## src/rtl/dnn_fix_pkg.sv

```systemverilog
// Shared types and sizing helpers for the fixed-point layer engines.
// Pure declarations: no timing, no flow control.
package dnn_fix_pkg;

    typedef enum logic [1:0] {IDLE, RUN, WB, DONE} fsm_state_t;

    // Tags what the word on mem_data is, one cycle after its address went out.
    typedef enum logic [1:0] {RD_NONE, RD_ACT, RD_WGT, RD_BIAS} rd_kind_t;

    function automatic int acc_width(input int dw, input int n_in);
        return 2 * dw + $clog2(n_in + 2);
    endfunction

    function automatic longint sat_max(input int dw);
        return (longint'(1) <<< (dw - 1)) - 1;
    endfunction

    function automatic longint sat_min(input int dw);
        return -(longint'(1) <<< (dw - 1));
    endfunction

endpackage

```

## src/rtl/dnn_fc_layer_fix_if.sv

```systemverilog
// Control, memory-read and result bundle of a fixed-point FC layer engine.
// master = controller/memory side, slave = engine side.
interface dnn_fc_layer_fix_if #(
    parameter int DATA_WIDTH = 15,
    parameter int ADDR_WIDTH = 17,
    parameter int N_OUT      = 10
);
    logic                                start;
    logic                                clear;
    logic                                relu_en;
    logic signed [DATA_WIDTH-1:0]        mem_data;
    logic        [ADDR_WIDTH-1:0]        mem_addr;
    logic                                busy;
    logic                                done;
    logic [N_OUT-1:0][DATA_WIDTH-1:0]    out;
    logic [$clog2(N_OUT)-1:0]            class_idx;
    logic                                sat;

    modport master (
        output start, clear, relu_en, mem_data,
        input  mem_addr, busy, done, out, class_idx, sat
    );

    modport slave (
        input  start, clear, relu_en, mem_data,
        output mem_addr, busy, done, out, class_idx, sat
    );
endinterface

```

## src/rtl/dnn_fix_requant.sv

```systemverilog
// Accumulator to output word: arithmetic shift, optional ReLU, saturation with clip flag.
// Purely combinational, no flow control.
module dnn_fix_requant
    import dnn_fix_pkg::*;
#(
    parameter int DATA_WIDTH = 15,
    parameter int ACC_WIDTH  = 39,
    parameter int SHIFT      = 13
) (
    input  logic signed [ACC_WIDTH-1:0]  acc,
    input  logic                         relu_en,
    output logic signed [DATA_WIDTH-1:0] res,
    output logic                         clipped
);
    localparam logic signed [ACC_WIDTH-1:0] MAXV = ACC_WIDTH'(sat_max(DATA_WIDTH));
    localparam logic signed [ACC_WIDTH-1:0] MINV = ACC_WIDTH'(sat_min(DATA_WIDTH));

    logic signed [ACC_WIDTH-1:0] shifted;

    always_comb begin
        shifted = acc >>> SHIFT;
        if (relu_en && shifted[ACC_WIDTH-1]) begin
            shifted = '0;
        end
        clipped = 1'b0;
        res     = shifted[DATA_WIDTH-1:0];
        if (shifted > MAXV) begin
            res     = MAXV[DATA_WIDTH-1:0];
            clipped = 1'b1;
        end else if (shifted < MINV) begin
            res     = MINV[DATA_WIDTH-1:0];
            clipped = 1'b1;
        end
    end

endmodule

```

## src/rtl/dnn_fc_layer_fix.sv

```systemverilog
// Fixed-point FC layer: streams act/weight pairs from one sync memory, MAC, bias, requant, argmax.
// N_OUT*(2*N_IN+3)+1 cycles start-to-done; no backpressure, memory must answer every cycle.
module dnn_fc_layer_fix
    import dnn_fix_pkg::*;
#(
    parameter int          DATA_WIDTH  = 15,
    parameter int          FRAC_BITS   = 13,
    parameter int          ADDR_WIDTH  = 17,
    parameter int          N_IN        = 400,
    parameter int          N_OUT       = 10,
    parameter int unsigned ADDR_BASE_A = 'h0000,
    parameter int unsigned ADDR_BASE_W = 'h0191,
    parameter int          POST_SHIFT  = 0
) (
    input logic               clk,
    input logic               rst,
    dnn_fc_layer_fix_if.slave bus
);
    localparam int ACC_WIDTH = acc_width(DATA_WIDTH, N_IN);
    localparam int KW        = $clog2(2 * N_IN + 2);
    localparam int CW        = $clog2(N_OUT);

    localparam logic [KW-1:0]         LAST_K = KW'(2 * N_IN);
    localparam logic [KW-1:0]         BIAS_K = KW'(2 * N_IN - 1);
    localparam logic [CW-1:0]         LAST_J = CW'(N_OUT - 1);
    localparam logic [ADDR_WIDTH-1:0] A0     = ADDR_WIDTH'(ADDR_BASE_A);
    localparam logic [ADDR_WIDTH-1:0] A1     = ADDR_WIDTH'(ADDR_BASE_A + 1);
    localparam logic [ADDR_WIDTH-1:0] W0     = ADDR_WIDTH'(ADDR_BASE_W);

    fsm_state_t                       state;
    rd_kind_t                         pend;
    logic [KW-1:0]                    k;
    logic [CW-1:0]                    j;
    logic [ADDR_WIDTH-1:0]            mem_addr_q, a_ptr, w_ptr;
    logic signed [DATA_WIDTH-1:0]     act_lat, max_q;
    logic signed [ACC_WIDTH-1:0]      acc;
    logic                             relu_q, busy_q, done_q, sat_q;
    logic [N_OUT-1:0][DATA_WIDTH-1:0] out_q;
    logic [CW-1:0]                    class_q;

    logic signed [2*DATA_WIDTH-1:0]   prod;
    logic signed [ACC_WIDTH-1:0]      prod_ext, bias_ext;
    logic signed [DATA_WIDTH-1:0]     res;
    logic                             clipped;

    assign prod     = (2*DATA_WIDTH)'(act_lat) * (2*DATA_WIDTH)'(bus.mem_data);
    assign prod_ext = ACC_WIDTH'(prod);
    assign bias_ext = ACC_WIDTH'(bus.mem_data) <<< FRAC_BITS;

    dnn_fix_requant #(
        .DATA_WIDTH (DATA_WIDTH),
        .ACC_WIDTH  (ACC_WIDTH),
        .SHIFT      (FRAC_BITS + POST_SHIFT)
    ) u_requant (
        .acc     (acc),
        .relu_en (relu_q),
        .res     (res),
        .clipped (clipped)
    );

    always_ff @(posedge clk) begin
        if (!rst || bus.clear) begin
            state      <= IDLE;
            pend       <= RD_NONE;
            k          <= '0;
            j          <= '0;
            mem_addr_q <= '0;
            a_ptr      <= '0;
            w_ptr      <= '0;
            act_lat    <= '0;
            max_q      <= '0;
            acc        <= '0;
            relu_q     <= 1'b0;
            busy_q     <= 1'b0;
            done_q     <= 1'b0;
            sat_q      <= 1'b0;
            out_q      <= '0;
            class_q    <= '0;
        end else begin
            case (pend)
                RD_ACT:  act_lat <= bus.mem_data;
                RD_WGT:  acc     <= acc + prod_ext;
                RD_BIAS: acc     <= acc + bias_ext;
                default: ;
            endcase
            pend <= RD_NONE;

            case (state)
                IDLE, DONE: begin
                    if (bus.start) begin
                        state      <= RUN;
                        busy_q     <= 1'b1;
                        done_q     <= 1'b0;
                        sat_q      <= 1'b0;
                        relu_q     <= bus.relu_en;
                        k          <= '0;
                        j          <= '0;
                        mem_addr_q <= A0;
                        a_ptr      <= A1;
                        w_ptr      <= W0;
                        acc        <= '0;
                    end
                end
                RUN: begin
                    // Even k: activation on the bus; odd k: weight; LAST_K: bias.
                    // w_ptr walks straight through the row, so after N_IN weights it lands on the bias.
                    if (k < LAST_K) begin
                        k    <= k + 1'b1;
                        pend <= k[0] ? RD_WGT : RD_ACT;
                        if (!k[0] || k == BIAS_K) begin
                            mem_addr_q <= w_ptr;
                            w_ptr      <= w_ptr + 1'b1;
                        end else begin
                            mem_addr_q <= a_ptr;
                            a_ptr      <= a_ptr + 1'b1;
                        end
                    end else if (k == LAST_K) begin
                        k    <= k + 1'b1;
                        pend <= RD_BIAS;
                    end else begin
                        state <= WB;
                    end
                end
                WB: begin
                    out_q[j] <= res;
                    sat_q    <= sat_q | clipped;
                    if (j == '0) begin
                        class_q <= '0;
                        max_q   <= res;
                    end else if (res > max_q) begin
                        class_q <= j;
                        max_q   <= res;
                    end
                    if (j == LAST_J) begin
                        state  <= DONE;
                        busy_q <= 1'b0;
                        done_q <= 1'b1;
                    end else begin
                        state      <= RUN;
                        j          <= j + 1'b1;
                        k          <= '0;
                        mem_addr_q <= A0;
                        a_ptr      <= A1;
                        acc        <= '0;
                    end
                end
                default: state <= IDLE;
            endcase
        end
    end

    assign bus.mem_addr  = mem_addr_q;
    assign bus.busy      = busy_q;
    assign bus.done      = done_q;
    assign bus.out       = out_q;
    assign bus.class_idx = class_q;
    assign bus.sat       = sat_q;

endmodule

```

## src/flat_wrapper.sv

```systemverilog
// flat-port wrapper written by rule: the top's interface ports become plain ports
module dnn_fc_layer_fix_flat import dnn_fix_pkg::*;
#(
    parameter int          DATA_WIDTH  = 15,
    parameter int          FRAC_BITS   = 13,
    parameter int          ADDR_WIDTH  = 17,
    parameter int          N_IN        = 400,
    parameter int          N_OUT       = 10,
    parameter int unsigned ADDR_BASE_A = 'h0000,
    parameter int unsigned ADDR_BASE_W = 'h0191,
    parameter int          POST_SHIFT  = 0
)
  (clk, rst, bus_start, bus_clear, bus_relu_en, bus_mem_data, bus_mem_addr, bus_busy, bus_done, bus_out, bus_class_idx, bus_sat);
  dnn_fc_layer_fix_if #(.DATA_WIDTH(DATA_WIDTH), .ADDR_WIDTH(ADDR_WIDTH), .N_OUT(N_OUT)) bus_i ();
  input logic clk;
  input logic rst;
  input wire logic [$bits(bus_i.start)-1:0] bus_start;
  input wire logic [$bits(bus_i.clear)-1:0] bus_clear;
  input wire logic [$bits(bus_i.relu_en)-1:0] bus_relu_en;
  input wire logic [$bits(bus_i.mem_data)-1:0] bus_mem_data;
  output wire logic [$bits(bus_i.mem_addr)-1:0] bus_mem_addr;
  output wire logic [$bits(bus_i.busy)-1:0] bus_busy;
  output wire logic [$bits(bus_i.done)-1:0] bus_done;
  output wire logic [$bits(bus_i.out)-1:0] bus_out;
  output wire logic [$bits(bus_i.class_idx)-1:0] bus_class_idx;
  output wire logic [$bits(bus_i.sat)-1:0] bus_sat;
  assign bus_i.start = bus_start;
  assign bus_i.clear = bus_clear;
  assign bus_i.relu_en = bus_relu_en;
  assign bus_i.mem_data = bus_mem_data;
  assign bus_mem_addr = bus_i.mem_addr;
  assign bus_busy = bus_i.busy;
  assign bus_done = bus_i.done;
  assign bus_out = bus_i.out;
  assign bus_class_idx = bus_i.class_idx;
  assign bus_sat = bus_i.sat;
  dnn_fc_layer_fix #(.DATA_WIDTH(DATA_WIDTH), .FRAC_BITS(FRAC_BITS), .ADDR_WIDTH(ADDR_WIDTH), .N_IN(N_IN), .N_OUT(N_OUT), .ADDR_BASE_A(ADDR_BASE_A), .ADDR_BASE_W(ADDR_BASE_W), .POST_SHIFT(POST_SHIFT)) u_core (.clk(clk), .rst(rst), .bus(bus_i));
endmodule
```

## config.mk

```make
export PLATFORM = sky130hd
export DESIGN_NAME = dnn_fc_layer_fix_flat
export DESIGN_NICKNAME = d
export VERILOG_FILES = /design/src/rtl/dnn_fix_pkg.sv /design/src/rtl/dnn_fc_layer_fix_if.sv /design/src/rtl/dnn_fix_requant.sv /design/src/rtl/dnn_fc_layer_fix.sv /design/src/flat_wrapper.sv
export SDC_FILE = /design/constraint.sdc
export NUM_CORES = 1
export LEC_CHECK = 0
export BUFFER_PORTS_ARGS = -buffer_cell sky130_fd_sc_hd__buf_2
export CAP_MARGIN = 20
export CORE_MARGIN = 2
export CORE_UTILIZATION = 28
export DETAILED_ROUTE_END_ITERATION = 10
export GPL_ROUTABILITY_DRIVEN = 1
export SETUP_SLACK_MARGIN = 0.15
export SYNTH_ARGS = -nofsm -noshare
export SYNTH_HDL_FRONTEND = slang
export SYNTH_SLANG_ARGS = --single-unit
```

## constraint.sdc

```tcl
create_clock -name clk -period 8.75 [get_ports clk]
set_input_delay 1.3125 -clock clk [delete_from_list [all_inputs] [get_ports clk]]
set_output_delay 1.3125 -clock clk [all_outputs]
set_load 0.03 [all_outputs]
```

==> flow_metrics.py <==
metrics = {
    "clocking": {
        "cts_max_path_buffers": 3,
        "cts_buffers": 34,
        "cts_tree": "yes",
        "post_cts_resized": 0,
        "htree_levels": 2,
        "cts.sinks": 296,
        "clk_transition_reported_paths_ns": 0.05,
        "insertion_delay_ns": 0.55,
        "post-cts-setup-buffer-count": 0,
        "cts-root-buf": "clkbuf_16",
        "hold_buffers": 0,
    },
    "timing": {
        "max_freq_ghz": 0.132,
        "fin_crit_ns": 7.59,
        "skew_ns": 0.0259,
        "whs_ns": 0.459,
        "slew_headroom_pct": 23.3,
        "min_period_over_period_pct": 86.8,
        "rsz0062_at_grt": "no",
        "fin_ws_ns": 1.16,
        "worstMarginPinSlew_ns": 1.15,
        "drv_slew": 0,
        "setup_tns_ns": 0,
        "finalHoldViolCount": 0,
        "setup_viol": 0,
    },
    "final_layout": {
        "multi_input_area_sq_mm": 0.0159,
        "drive_gt1_share_pct": 10.8,
        "final_cell_mix": "inv_1, nor2_1, dfxtp_1, fa_1, nand2_1",
        "final_util_pct": 32.2,
        "layout_commonest_cell": "inv_1",
        "final_area_sq_mm": 0.0273,
        "finalNonFillerCells": 4034,
        "nFillCells": 8918,
        "nets": 3330,
        "seq_area_sq_mm": 0.00593,
        "area_delta_synth_final_pct": 14.3,
    },
    "synth": {
        "ys.flop_type": "dfxtp_1",
        "synth_enable_flop_cells": 0,
        "syn_avg_cell_area_sq_um": 8.72,
        "synth_seq_cells": 296,
        "post_synth_num_cell_types": 76,
        "synth.top_cells.by_area": "dfxtp_1, fa_1, ha_1",
        "synthCells": 2742,
        "netlist.area_leader.share_pct": 24.8,
        "syn_nets": 3205,
        "synth_warnings": 0,
        "seq_area_frac_synth_pct": 24.8,
        "async_reset_ff_share_pct": 0,
        "netlist_area_sq_mm": 0.0239,
        "yosys.area.top_type": "dfxtp_1",
    },
    "worst_setup_path": {
        "r2r-start": "u_core.act_lat[14]",
        "cp.required_ns": 9.19,
        "critPathArrivalTime_ns": 8.03,
        "startpoint": "bus_mem_data[2]",
        "critical_path_class": "input pin to flip-flop",
        "crit_path_start_kind": "input pin",
        "crit_fanout": 17,
        "cp-end-kind": "flip-flop",
    },
    "floorplan": {
        "pin_count": 194,
        "rows": 107,
        "initial_utilization_pct": 28.2,
        "dieArea_sq_mm": 0.0878,
        "fp.coreArea_sq_mm": 0.0849,
        "die_w_microns": 296,
        "die_height_microns": 296,
    },
    "global_route": {
        "track_usage_pct": 15.2,
        "grt_antenna_before_repair": 0,
        "grt_pass1_vias": 18600,
        "grt_pass1_wl_microns": 105000,
        "overflow": 0,
        "grt_start_max_net_pins": 101,
    },
    "place": {
        "dp_slack_ns": 0.641,
        "place_congestion": 0.904,
        "placed_area_sq_mm": 0.0261,
        "place_hpwl_microns": 49700,
        "dp.cells": 3968,
        "portBuffers": 193,
    },
    "drt": {
        "wl_per_cell_microns": 16.3,
        "drc": 0,
        "drt-vias-per-instance": 4.66,
        "drt_first_pass_iters": 5,
        "initialDrtViolationCount": 1193,
        "num_vias": 18800,
        "final_antenna_net_count": 0,
        "finalWirelength_microns": 65600,
    },
    "run": {
        "maxCapViolations": 0,
    },
    "power_and_ir_drop": {
        "leakage_nw": 12.3,
        "finalPower_mw": 3.07,
        "p_per_area_mw_per_mm2": 113,
        "ir_drop_v": 0.000117,
    },
    "run_status": {
        "status": "finished, final reports clean",
    },
    "min_path": {
        "min_from": "u_core.acc[11]",
        "hp-class": "flip-flop to flip-flop",
    },
}
==> final timing paths <==
| check | to | slack, ns | cells after the start |
|---|---|---|---|
| max | u_core.acc[38] | 1.16 | 22 |
| min | u_core.acc[11] | 0.46 | 2 |
| max reg2reg | u_core.acc[38] | 1.57 | 22 |
| min reg2reg | u_core.acc[11] | 0.46 | 2 |
==> cell type report <==
| type | instances | share of cell area, % |
|---|---|---|
| Antenna cell | 1 | 0.00916 |
| Clock buffer | 49 | 3.54 |
| Clock inverter | 9 | 0.430 |
| Inverter | 437 | 6.00 |
| Multi-Input combinational cell | 1865 | 58.0 |
| Sequential cell | 296 | 21.7 |
| Tap cell | 1144 | 5.24 |
| Timing Repair Buffer | 233 | 5.05 |
==> state kept, by name, summed over array words and instances (netlist names) <==
name,count
u_core.relu_q,1
u_core.pend,2
u_core.state,2
u_core.acc,39
u_core.bus.mem_addr,17
u_core.j,4
u_core.bus.sat,1
u_core.max_q,15
u_core.bus.class_idx,4
u_core.a_ptr,17
u_core.act_lat,15
u_core.bus.done,1
u_core.bus.out,150
u_core.k,10
u_core.w_ptr,17
u_core.bus.busy,1
==> cell families (layout without fill, tap and decap cells) <==
kind of cell | Yosys count | count (layout) | share of synthesized area (%)
adder cells (fa/ha/maj) | 443 | 443 | 32.0
AND/OR/NAND/NOR | 805 | 805 | 15.4
flip-flops | 296 | 296 | 24.8
buffers and inverters | 581 | 728 | 9.13
multiplexers | 28 | 28 | 1.17
XOR/XNOR | 94 | 94 | 3.44
AO/OA/AOI/OAI | 495 | 495 | 14.1
other | 0 | 1 | 0
==> Yosys cell counts, types with 4 or more instances <==
library cell and count:
a222oi_1 14, a21oi_1 145, nor2_1 308, o31ai_1 4
ha_1 161, inv_1 436, fa_1 282, and3_1 13
nand3_1 37, a211o_1 4, o21bai_1 8, xor2_1 52
mux2i_1 28, or3_1 5, xnor2_1 42, nand4_1 19
nor3_1 7, and4_1 8, nand2_1 238, and2_1 115
o21ai_0 51, nor4_1 7, clkbuf_1 139, a21boi_0 4
a211oi_1 165, dfxtp_1 296, nand2b_1 14, o21a_1 8
o211ai_1 12, nor2b_1 12, a31oi_1 11, a21o_1 28
==> routing by layer <==
metal / vias up / wire, microns / global-route usage [%]
met2: 386 / 32700 / 26.1
met1: 9181 / 28500 / 19.7
li1: 9131 / - / -
met4: 0 / 1590 / 3.72
met3: 90 / 2830 / 2.44
met5: - / 0 / 0
==> power by group <==
part	total (mW)	switching [mW]	internal (mW)
registers	1.36	0.00507	1.35
logic	0.294	0.196	0.0973
clock network	1.43	0.592	0.833
==> worst max-delay path, cell delays in order <==
cell and delay, ns:
buf_2 0.24, and2_1 0.24, fa_1 0.63, inv_1 0.18, fa_1 0.57, inv_1 0.05
fa_1 0.51, fa_1 0.44, fa_1 0.56, inv_1 0.06, fa_1 0.54, inv_1 0.04
ha_1 0.39, a21oi_1 0.22, nand2_1 0.08, a211o_1 0.33, a2111oi_0 0.36, nand2_1 0.20
a31oi_1 0.46, o21ai_0 0.21, xnor2_1 0.16, o2111a_1 0.23
Note: power is estimated with default switching activity, not from simulation.
